## src/rtl/iob_aclint.sv

```systemverilog
// iob_aclint: ACLINT-style interrupt block (MSWI, MTIMER, optional SSWI) for up
// to 32 harts on the IOb native bus. mtime ticks on a synchronised rt_clk
// rising edge or on an internal clk prescaler, and FREEZE can stop it.
// Defining IOB_ACLINT_SSWI_EN adds the SSWI device at 0xC000 and the ssip port.
//
// Bus handshake: the block never stalls. ready is valid delayed by one cycle.
// A request is a write when valid & |wstrb, and a read otherwise. rdata carries
// the register value from the cycle valid was sampled, so a read-with-write
// returns the old value. Only the byte lanes whose wstrb bit is set are written.
module iob_aclint #(
  parameter int ADDR_W      = 16,
  parameter int DATA_W      = 32,
  parameter int N_CORES     = 1,
  parameter int SYNC_STAGES = 2
) (
  input  logic                  clk,
  input  logic                  rst,
  input  logic                  rt_clk,
  input  logic                  valid,
  input  logic [ADDR_W-1:0]     address,
  input  logic [DATA_W-1:0]     wdata,
  input  logic [DATA_W/8-1:0]   wstrb,
  output logic [DATA_W-1:0]     rdata,
  output logic                  ready,
  output logic [N_CORES-1:0]    mtip,
  output logic [N_CORES-1:0]    msip
`ifdef IOB_ACLINT_SSWI_EN
  ,
  output logic [N_CORES-1:0]    ssip
`endif
);

  localparam int WA_W = ADDR_W - 2;
  localparam logic [WA_W-1:0] CMP_BASE  = WA_W'(32'h1000);  // byte 0x4000
  localparam logic [WA_W-1:0] CTRL_WA   = WA_W'(32'h2FFC);  // byte 0xBFF0
  localparam logic [WA_W-1:0] MTL_WA    = WA_W'(32'h2FFE);  // byte 0xBFF8
  localparam logic [WA_W-1:0] MTH_WA    = WA_W'(32'h2FFF);  // byte 0xBFFC
  localparam logic [WA_W-1:0] NC        = WA_W'(N_CORES);

  // Replace the byte lanes of old_v selected by strb with those of new_v.
  function automatic logic [31:0] merge_bytes(input logic [31:0] old_v,
                                              input logic [31:0] new_v,
                                              input logic [3:0]  strb);
    logic [31:0] r;
    for (int b = 0; b < 4; b++) begin
      r[8*b +: 8] = strb[b] ? new_v[8*b +: 8] : old_v[8*b +: 8];
    end
    return r;
  endfunction

  logic [WA_W-1:0] waddr;
  logic [WA_W-1:0] off_cmp;
  logic            wr;
  logic            sel_msip, sel_cmp, sel_ctrl, sel_mtl, sel_mth;
  logic [4:0]      msip_hart, cmp_hart;
  logic            cmp_hi;
  logic [31:0]     rd_val;
  logic [31:0]     ctrl_rd, ctrl_new;

  logic [63:0]             mtime;
  logic [63:0]             mtimecmp [N_CORES];
  logic [N_CORES-1:0]      msip_r;
  logic                    tick_src, freeze;
  logic [7:0]              prescale, presc_cnt;
  logic [SYNC_STAGES-1:0]  sync_q;
  logic                    rt_prev;
  logic                    tick;

  logic unused_bits;
  assign unused_bits = ^{address[1:0], ctrl_new[31:16], ctrl_new[7:2]};

  assign waddr     = address[ADDR_W-1:2];
  assign off_cmp   = waddr - CMP_BASE;
  assign wr        = valid & (|wstrb);
  assign sel_msip  = waddr < NC;
  assign sel_cmp   = (waddr >= CMP_BASE) && (off_cmp < (NC << 1));
  assign sel_ctrl  = waddr == CTRL_WA;
  assign sel_mtl   = waddr == MTL_WA;
  assign sel_mth   = waddr == MTH_WA;
  assign msip_hart = waddr[4:0];
  assign cmp_hart  = off_cmp[5:1];
  assign cmp_hi    = off_cmp[0];
  assign ctrl_rd   = {16'b0, prescale, 6'b0, freeze, tick_src};
  assign ctrl_new  = merge_bytes(ctrl_rd, wdata, wstrb);
  assign msip      = msip_r;

`ifdef IOB_ACLINT_SSWI_EN
  localparam logic [WA_W-1:0] SSWI_BASE = WA_W'(32'h3000);  // byte 0xC000
  logic [WA_W-1:0]    off_sswi;
  logic               sel_sswi;
  logic [4:0]         sswi_hart;
  logic [N_CORES-1:0] ssip_r;
  assign off_sswi  = waddr - SSWI_BASE;
  assign sel_sswi  = (waddr >= SSWI_BASE) && (off_sswi < NC);
  assign sswi_hart = off_sswi[4:0];
  assign ssip      = ssip_r;

  // SSWI pending bits: wdata[0] sets, wdata[1] clears, set has priority.
  always_ff @(posedge clk or posedge rst) begin
    if (rst) begin
      ssip_r <= '0;
    end else if (wr && sel_sswi && wstrb[0]) begin
      for (int h = 0; h < N_CORES; h++) begin
        if (sswi_hart == 5'(h)) begin
          if (wdata[0])      ssip_r[h] <= 1'b1;
          else if (wdata[1]) ssip_r[h] <= 1'b0;
        end
      end
    end
  end
`endif

  // Read mux: value of the addressed register before any write this cycle.
  always_comb begin
    rd_val = '0;
    for (int h = 0; h < N_CORES; h++) begin
      if (sel_msip && msip_hart == 5'(h)) rd_val = {31'b0, msip_r[h]};
      if (sel_cmp && cmp_hart == 5'(h))
        rd_val = cmp_hi ? mtimecmp[h][63:32] : mtimecmp[h][31:0];
`ifdef IOB_ACLINT_SSWI_EN
      if (sel_sswi && sswi_hart == 5'(h)) rd_val = {31'b0, ssip_r[h]};
`endif
    end
    if (sel_ctrl) rd_val = ctrl_rd;
    if (sel_mtl)  rd_val = mtime[31:0];
    if (sel_mth)  rd_val = mtime[63:32];
  end

  // Bus response: acknowledge every request one cycle later with its read data.
  always_ff @(posedge clk or posedge rst) begin
    if (rst) begin
      ready <= 1'b0;
      rdata <= '0;
    end else begin
      ready <= valid;
      rdata <= valid ? rd_val : '0;
    end
  end

  // Software-writable registers: MSIP bits, mtimecmp words and CTRL fields.
  always_ff @(posedge clk or posedge rst) begin
    if (rst) begin
      msip_r   <= '0;
      tick_src <= 1'b0;
      freeze   <= 1'b0;
      prescale <= 8'd0;
      for (int h = 0; h < N_CORES; h++) mtimecmp[h] <= '1;
    end else if (wr) begin
      for (int h = 0; h < N_CORES; h++) begin
        if (sel_msip && msip_hart == 5'(h) && wstrb[0]) msip_r[h] <= wdata[0];
        if (sel_cmp && cmp_hart == 5'(h)) begin
          if (cmp_hi)
            mtimecmp[h][63:32] <= merge_bytes(mtimecmp[h][63:32], wdata, wstrb);
          else
            mtimecmp[h][31:0]  <= merge_bytes(mtimecmp[h][31:0], wdata, wstrb);
        end
      end
      if (sel_ctrl) begin
        tick_src <= ctrl_new[0];
        freeze   <= ctrl_new[1];
        prescale <= ctrl_new[15:8];
      end
    end
  end

  // rt_clk synchroniser plus previous-value register for rising-edge detect.
  always_ff @(posedge clk or posedge rst) begin
    if (rst) begin
      sync_q  <= '0;
      rt_prev <= 1'b0;
    end else begin
      sync_q  <= {sync_q[SYNC_STAGES-2:0], rt_clk};
      rt_prev <= sync_q[SYNC_STAGES-1];
    end
  end

  // Prescale down-counter: reloads at zero and on any CTRL write.
  always_ff @(posedge clk or posedge rst) begin
    if (rst)                  presc_cnt <= 8'd0;
    else if (wr && sel_ctrl)  presc_cnt <= ctrl_new[15:8];
    else if (presc_cnt == 0)  presc_cnt <= prescale;
    else                      presc_cnt <= presc_cnt - 8'd1;
  end

  assign tick = ~freeze & (tick_src ? (presc_cnt == 8'd0)
                                    : (sync_q[SYNC_STAGES-1] & ~rt_prev));

  // mtime: a bus write to either word wins and drops that cycle's tick.
  always_ff @(posedge clk or posedge rst) begin
    if (rst)                 mtime <= '0;
    else if (wr && sel_mtl)  mtime[31:0]  <= merge_bytes(mtime[31:0], wdata, wstrb);
    else if (wr && sel_mth)  mtime[63:32] <= merge_bytes(mtime[63:32], wdata, wstrb);
    else if (tick)           mtime <= mtime + 64'd1;
  end

  // Timer interrupts: registered unsigned compare of current mtime vs mtimecmp.
  always_ff @(posedge clk or posedge rst) begin
    if (rst) begin
      mtip <= '0;
    end else begin
      for (int h = 0; h < N_CORES; h++) mtip[h] <= (mtime >= mtimecmp[h]);
    end
  end

endmodule

```

## config.mk

```make
export PLATFORM = sky130hd
export DESIGN_NAME = iob_aclint
export DESIGN_NICKNAME = d
export VERILOG_FILES = /design/src/rtl/iob_aclint.sv
export SDC_FILE = /design/constraint.sdc
export NUM_CORES = 1
export LEC_CHECK = 0
export CAP_MARGIN = 20
export CORE_MARGIN = 1.5
export CORE_UTILIZATION = 40
export CTS_BUF_LIST = sky130_fd_sc_hd__clkbuf_8
export CTS_CLUSTER_DIAMETER = 60
export DETAILED_ROUTE_END_ITERATION = 12
export PLACE_DENSITY_LB_ADDON = 0.15
export SYNTH_ARGS = -nofsm -noshare
export SYNTH_HDL_FRONTEND = slang
export SYNTH_SLANG_ARGS = --single-unit
```

## constraint.sdc

```tcl
create_clock -name clk -period 7.4 [get_ports clk]
set_input_delay 1.48 -clock clk [delete_from_list [all_inputs] [get_ports clk]]
set_output_delay 1.48 -clock clk [all_outputs]
set_load 0.03 [all_outputs]
```

---- Yosys cells after proc, flatten, opt, wreduce, memory -nomap -nowiden ----
Index checks and enable logic that the tools add are counted.
storage, ports and cells
  output and inout port bits .............. 35
  word-level logic and storage cells ...... 103
  input bits .............................. 56
  flip-flop bits (word level) ............. 184
cells by class
  equal/unequal tests ..................... 12
  reductions and logical operators ........ 32
  order comparisons ....................... 4
  mux-type cells .......................... 19
  bitwise gates (word level) .............. 7
  $add $sub $neg .......................... 3
operators with widths
  kind                    number
  $mux 32                 9
  $add 64x1->64 const B   1
  $ge 64x64->1            1
  $mux 64                 1
  $mux 8                  7
  $eq 14x14->1 const B    3
  $reduce_and 4->1        8
  $reduce_and 3->1        9
  $ne 2x2->1 const B      9
  $ge 14x13->1 const B    1
  $lt 14x1->1 const B     1
  $lt 14x2->1 const B     1
  $sub 14x13->14 const B  1
  $logic_not 5->1         2
  $logic_not 8->1         1
  $sub 8x1->8 const B     1
  $logic_and 1x1->1       7
  $not 1->1               4
  $reduce_and 2->1        2
  $reduce_bool 2->1       2
  $reduce_or 4->1         1
  $and 1x1->1             3
  $mux 1                  2

---- Depth between registers and ports, before layout ----
  depth after elaboration ................. 9
  gate-level depth with buffers ........... 11
  gate-level depth less buffers ........... 9

---- Worst setup path after synthesis ----
Ideal clock, no wire load.
  path type ............................... input to register
  start ................................... in wstrb[0]
  end ..................................... reg mtime[4]
  arrival ................................. 3.643 ns
  data required time ...................... 7.273 ns
  stages .................................. 8
  path buffers ............................ 1
  setup time .............................. 0.127 ns
  setup slack ............................. 3.631 ns
  path through ............................ clkbuf_1 nor4_1 nand2b_1 o311ai_1 nor2_1 a21oi_1 a21oi_1 o2bb2a_1
between the ends
  word-level cells in the longest chain between the ends .. 5
  elaborated cells between the ends (all ways) .. 9
  those cells by class .................... eq/ne: 2; mux: 1; bitwise: 1; reduce/logical: 5
ends and longest elaborated chain
  element                                                                  RTL line  text
  start, declared                                                          22        input logic [DATA_W/8-1:0] wstrb,
  $reduce_or 4->1                                                          74        assign wr = valid & (|wstrb);
  $and 1x1->1                                                              74
  $logic_and 1x1->1 (on tied branches)                                     191, 192
  $ne 2x2->1 (no source line) / $reduce_bool 2->1 (equally long branches)  -
  $reduce_and 3->1 (no source line)                                        -
  end signal, assigned                                                     191       else if (wr && sel_mtl) mtime[31:0] <= merge_bytes(mtime[31:0], wdata, wstrb);
  end signal, assigned                                                     193       else if (tick) mtime <= mtime + 64'd1;
  end, declared                                                            60        logic [63:0] mtime;
Parallel ways exist; a longest one is shown, timed or not.
A chain may end at the register's enable or synchronous reset.

---- Final worst setup path ----
  start ................................... in address[4]
  end ..................................... reg mtime[4]
between the ends
  word-level cells in the longest chain between the ends .. 4
  elaborated cells between the ends (all ways) .. 9
  those cells by class .................... eq/ne: 4; mux: 1; reduce/logical: 4
ends and longest elaborated chain
  element                                                                  RTL line  text
  start, declared                                                          20        input logic [ADDR_W-1:0] address,
  $eq 14x14->1 (on tied branches)                                          78, 79
  $logic_and 1x1->1 (on tied branches)                                     191, 192
  $ne 2x2->1 (no source line) / $reduce_bool 2->1 (equally long branches)  -
  $reduce_and 3->1 (no source line)                                        -
Parallel ways exist; a longest one is shown, timed or not.

==> run_results.csv <==
group,metric,value,unit
status,status,"finished, final reports clean",
drt,final_antenna_net_count,0,
worst_setup_path,r2r-start,"mtime[1]",
synth,synth-seq-cells,184,
worst_setup_path,r2r_cells,8,
drt,totalWireLength,32700,µm
global_route,antenna_found_initial,0,
final_layout,synthToLayoutAreaGrowth,14.9,%
global_route,grt_pass1_wl,51500,µm
worst_setup_path,cp-start-kind,"primary input",
worst_setup_path,timing.critical_path.from,"address[4]",
worst_setup_path,crit_fanout,21,
min_path,hold_end,"sync_q[1]",
final_layout,layout-drive-gt1-share,16.9,%
power_and_ir_drop,power.total,2040,µW
placement,dpl_worst_slack,2.18,ns
global_route,grt_max_degree,122,
min_path,worstHoldPathType,"flip-flop to flip-flop",
clocking,cts_max_level,4,
die,pin_count,91,
global_route,grtUsageMet1,32.8,%
die,die_area,0.0290,mm²
clocking,cts.sinks,184,
clocking,cts_hold_buf,0,
worst_setup_path,slowest_delay,0.74,ns
clocking,post_cts_buffers,0,
die,die_width,170,µm
clocking,path_clk_slew,0.11,ns
timing,whs,0.363,ns
clocking,cts_root_buf,"clkbuf_8",
synth,netlist_instances,1167,
drt,wl_per_cell,20.1,µm
worst_setup_path,arrival,5.14,ns
drt,first_iter_violations,764,
timing,fin_crit,4.77,ns
timing,worst-slew-pin-transition,1.19,ns
synth,async_flop_share,100,%
clocking,clkLatencyLatePin,0.47,ns
synth,syn_nets,1290,
synth,yosysWarnings,0,
clocking,numCtsBuffers,17,
power_and_ir_drop,p_leak,0.00539,µW
die,row_count,61,
global_route,grt_overflow,0,
worst_setup_path,crit_path_cell_trace,"clkdlybuf4s50_1 > nand4_1 > nand4bb_2 > buf_4 > o311ai_1 > buf_4 > nor2_1 > a21oi_1 > a21oi_1 > o2bb2a_1",
synth,synth_top_flop_cell,"dfrtp_1",
synth,ys_types,62,
worst_setup_path,crit_slowest_cell,"nand4bb_2",
drt,viasPerCell,5.74,
synth,synth_edf_count,0,
job,cap_violations,0,
timing,slew_viol_final,0,
placement,gp_congestion,0.845,
die,initial_core_util,40.5,%
clocking,cts_resized,0,
worst_setup_path,critPathRequiredTime,7.76,ns
final_layout,fillers,2714,
clocking,cts_tree,"built",
final_layout,antenna_cells,0,
timing,post-route-worst-setup-slack,2.63,ns
drt,drt-pass1-iter-count,5,
placement,post-dp-hpwl,23200,µm
timing,rsz0062_at_grt,"no",
synth,syn_area_per_cell,9.59,µm²
min_path,whs_path_depth,0,
global_route,grt_util_met3,4.19,%
power_and_ir_drop,ir_drop,0.131,mV
synth,ys_seq_area_share,41.9,%
final_layout,final_common_cell,"dfrtp_1",
drt,drc,0,
final_layout,design_area,0.0129,mm²
die,coreArea,0.0276,mm²
global_route,use_met2,36.0,%
final_layout,finalNetCount,1357,
worst_setup_path,rrSetupSlack,3.80,ns
final_layout,register_area,0.00468,mm²
placement,placed_area,0.0125,mm²
clocking,cts_buffer_depth,2,
timing,fin_worst_skew,0.0191,ns
timing,maxSlewHeadroom,20.0,%
die,fp.dieH,170,µm
worst_setup_path,crit_type,"primary input to flip-flop",
worst_setup_path,reg2reg_to,"mtime[62]",
power_and_ir_drop,power.density,159,mW/mm²
placement,io_buffers,88,
timing,setup_tns,0,ns
global_route,grt_pass1_vias,9083,
drt,vias,9323,
final_layout,layout_common_cells,"120 x dfrtp_1, 116 x a21oi_1, 89 x nor2_1, 88 x nand2_1, 87 x clkdlybuf4s50_1",
global_route,grt_usage,23.2,%
timing,max_freq,0.210,GHz
final_layout,multi_input_area,0.00603,mm²
timing,setup_viol,0,
timing,finalCritPeriodShare,64.5,%
synth,netlist_area,0.0112,mm²
global_route,grt.busiest_layer,"met2",
min_path,min_from,"sync_q[0]",
timing,hold_viol,0,
worst_setup_path,end_kind,"flip-flop",
registers in the layout, summed over array words and instances (netlist names):
signal	cells
mtimecmp	64
prescale	8
sync_q	2
tick_src	1
mtime	64
freeze	1
msip	1
rt_prev	1
rdata	32
ready	1
presc_cnt	8
mtip	1
cell families after synthesis:
logic type	synth area share [%]
AO/OA/AOI/OAI	17.3
XOR/XNOR	0.548
adder cells (fa/ha/maj)	7.49
buffers and inverters	4.47
flip-flops	41.9
multiplexers	13.4
AND/OR/NAND/NOR	14.9
worst max-delay path by stage:
stage	cells past startpoint	end
detailed placement	10	mtime[4]
finish	10	mtime[4]
global placement	10	mtime[4]
CTS	10	mtime[4]
global route	10	mtime[13]
floorplan	1	freeze
cell usage after synthesis (all sizes together) (32+ instances only):
cell	count	area, µm²
dfrtp	120	3000
a21oi	116	581
nor2	89	334
nand2	88	330
inv	79	297
mux2	75	845
ha	67	838
mux2i	66	661
dfstp	64	1680
o21ai	57	285
clkbuf	41	154
o22a	32	280
layer usage:
layer | vias to the layer above | part of all wire, %
met5 | - | 0
met4 | 0 | 1.8
met3 | 34 | 6.4
met2 | 287 | 44
met1 | 4569 | 47
li1 | 4433 | -
worst max-delay path, delay by kind of cell:
kind            cells  cell delay, ns
compound gates      4            1.24
buf+inv             3            1.22
simple gates        3            1.15
metrics by stage:
stage               instances  util, %
global placement         1593     45.1
CTS                      1625     46.5
detailed placement       1593     45.1
floorplan                1167        -
finish                   1625     46.5
global route             1625     46.5
layout make-up:
cell class	instances	area share, %
clock buffer	18	1.93
clock inverter	14	1.16
inverter	80	2.39
multi-input combinational	851	46.9
sequential	184	36.4
tap	378	3.68
timing repair buffer	100	7.53
power by group:
| group | total, µW | internal [µW] | switching (µW) |
|---|---|---|---|
| sequential | 1080 | 1040 | 43.1 |
| combinational | 254 | 106 | 148 |
| clock | 708 | 312 | 396 |
| total | 2040 | 1460 | 587 |
No activity file was read; power rests on OpenSTA's default activity.
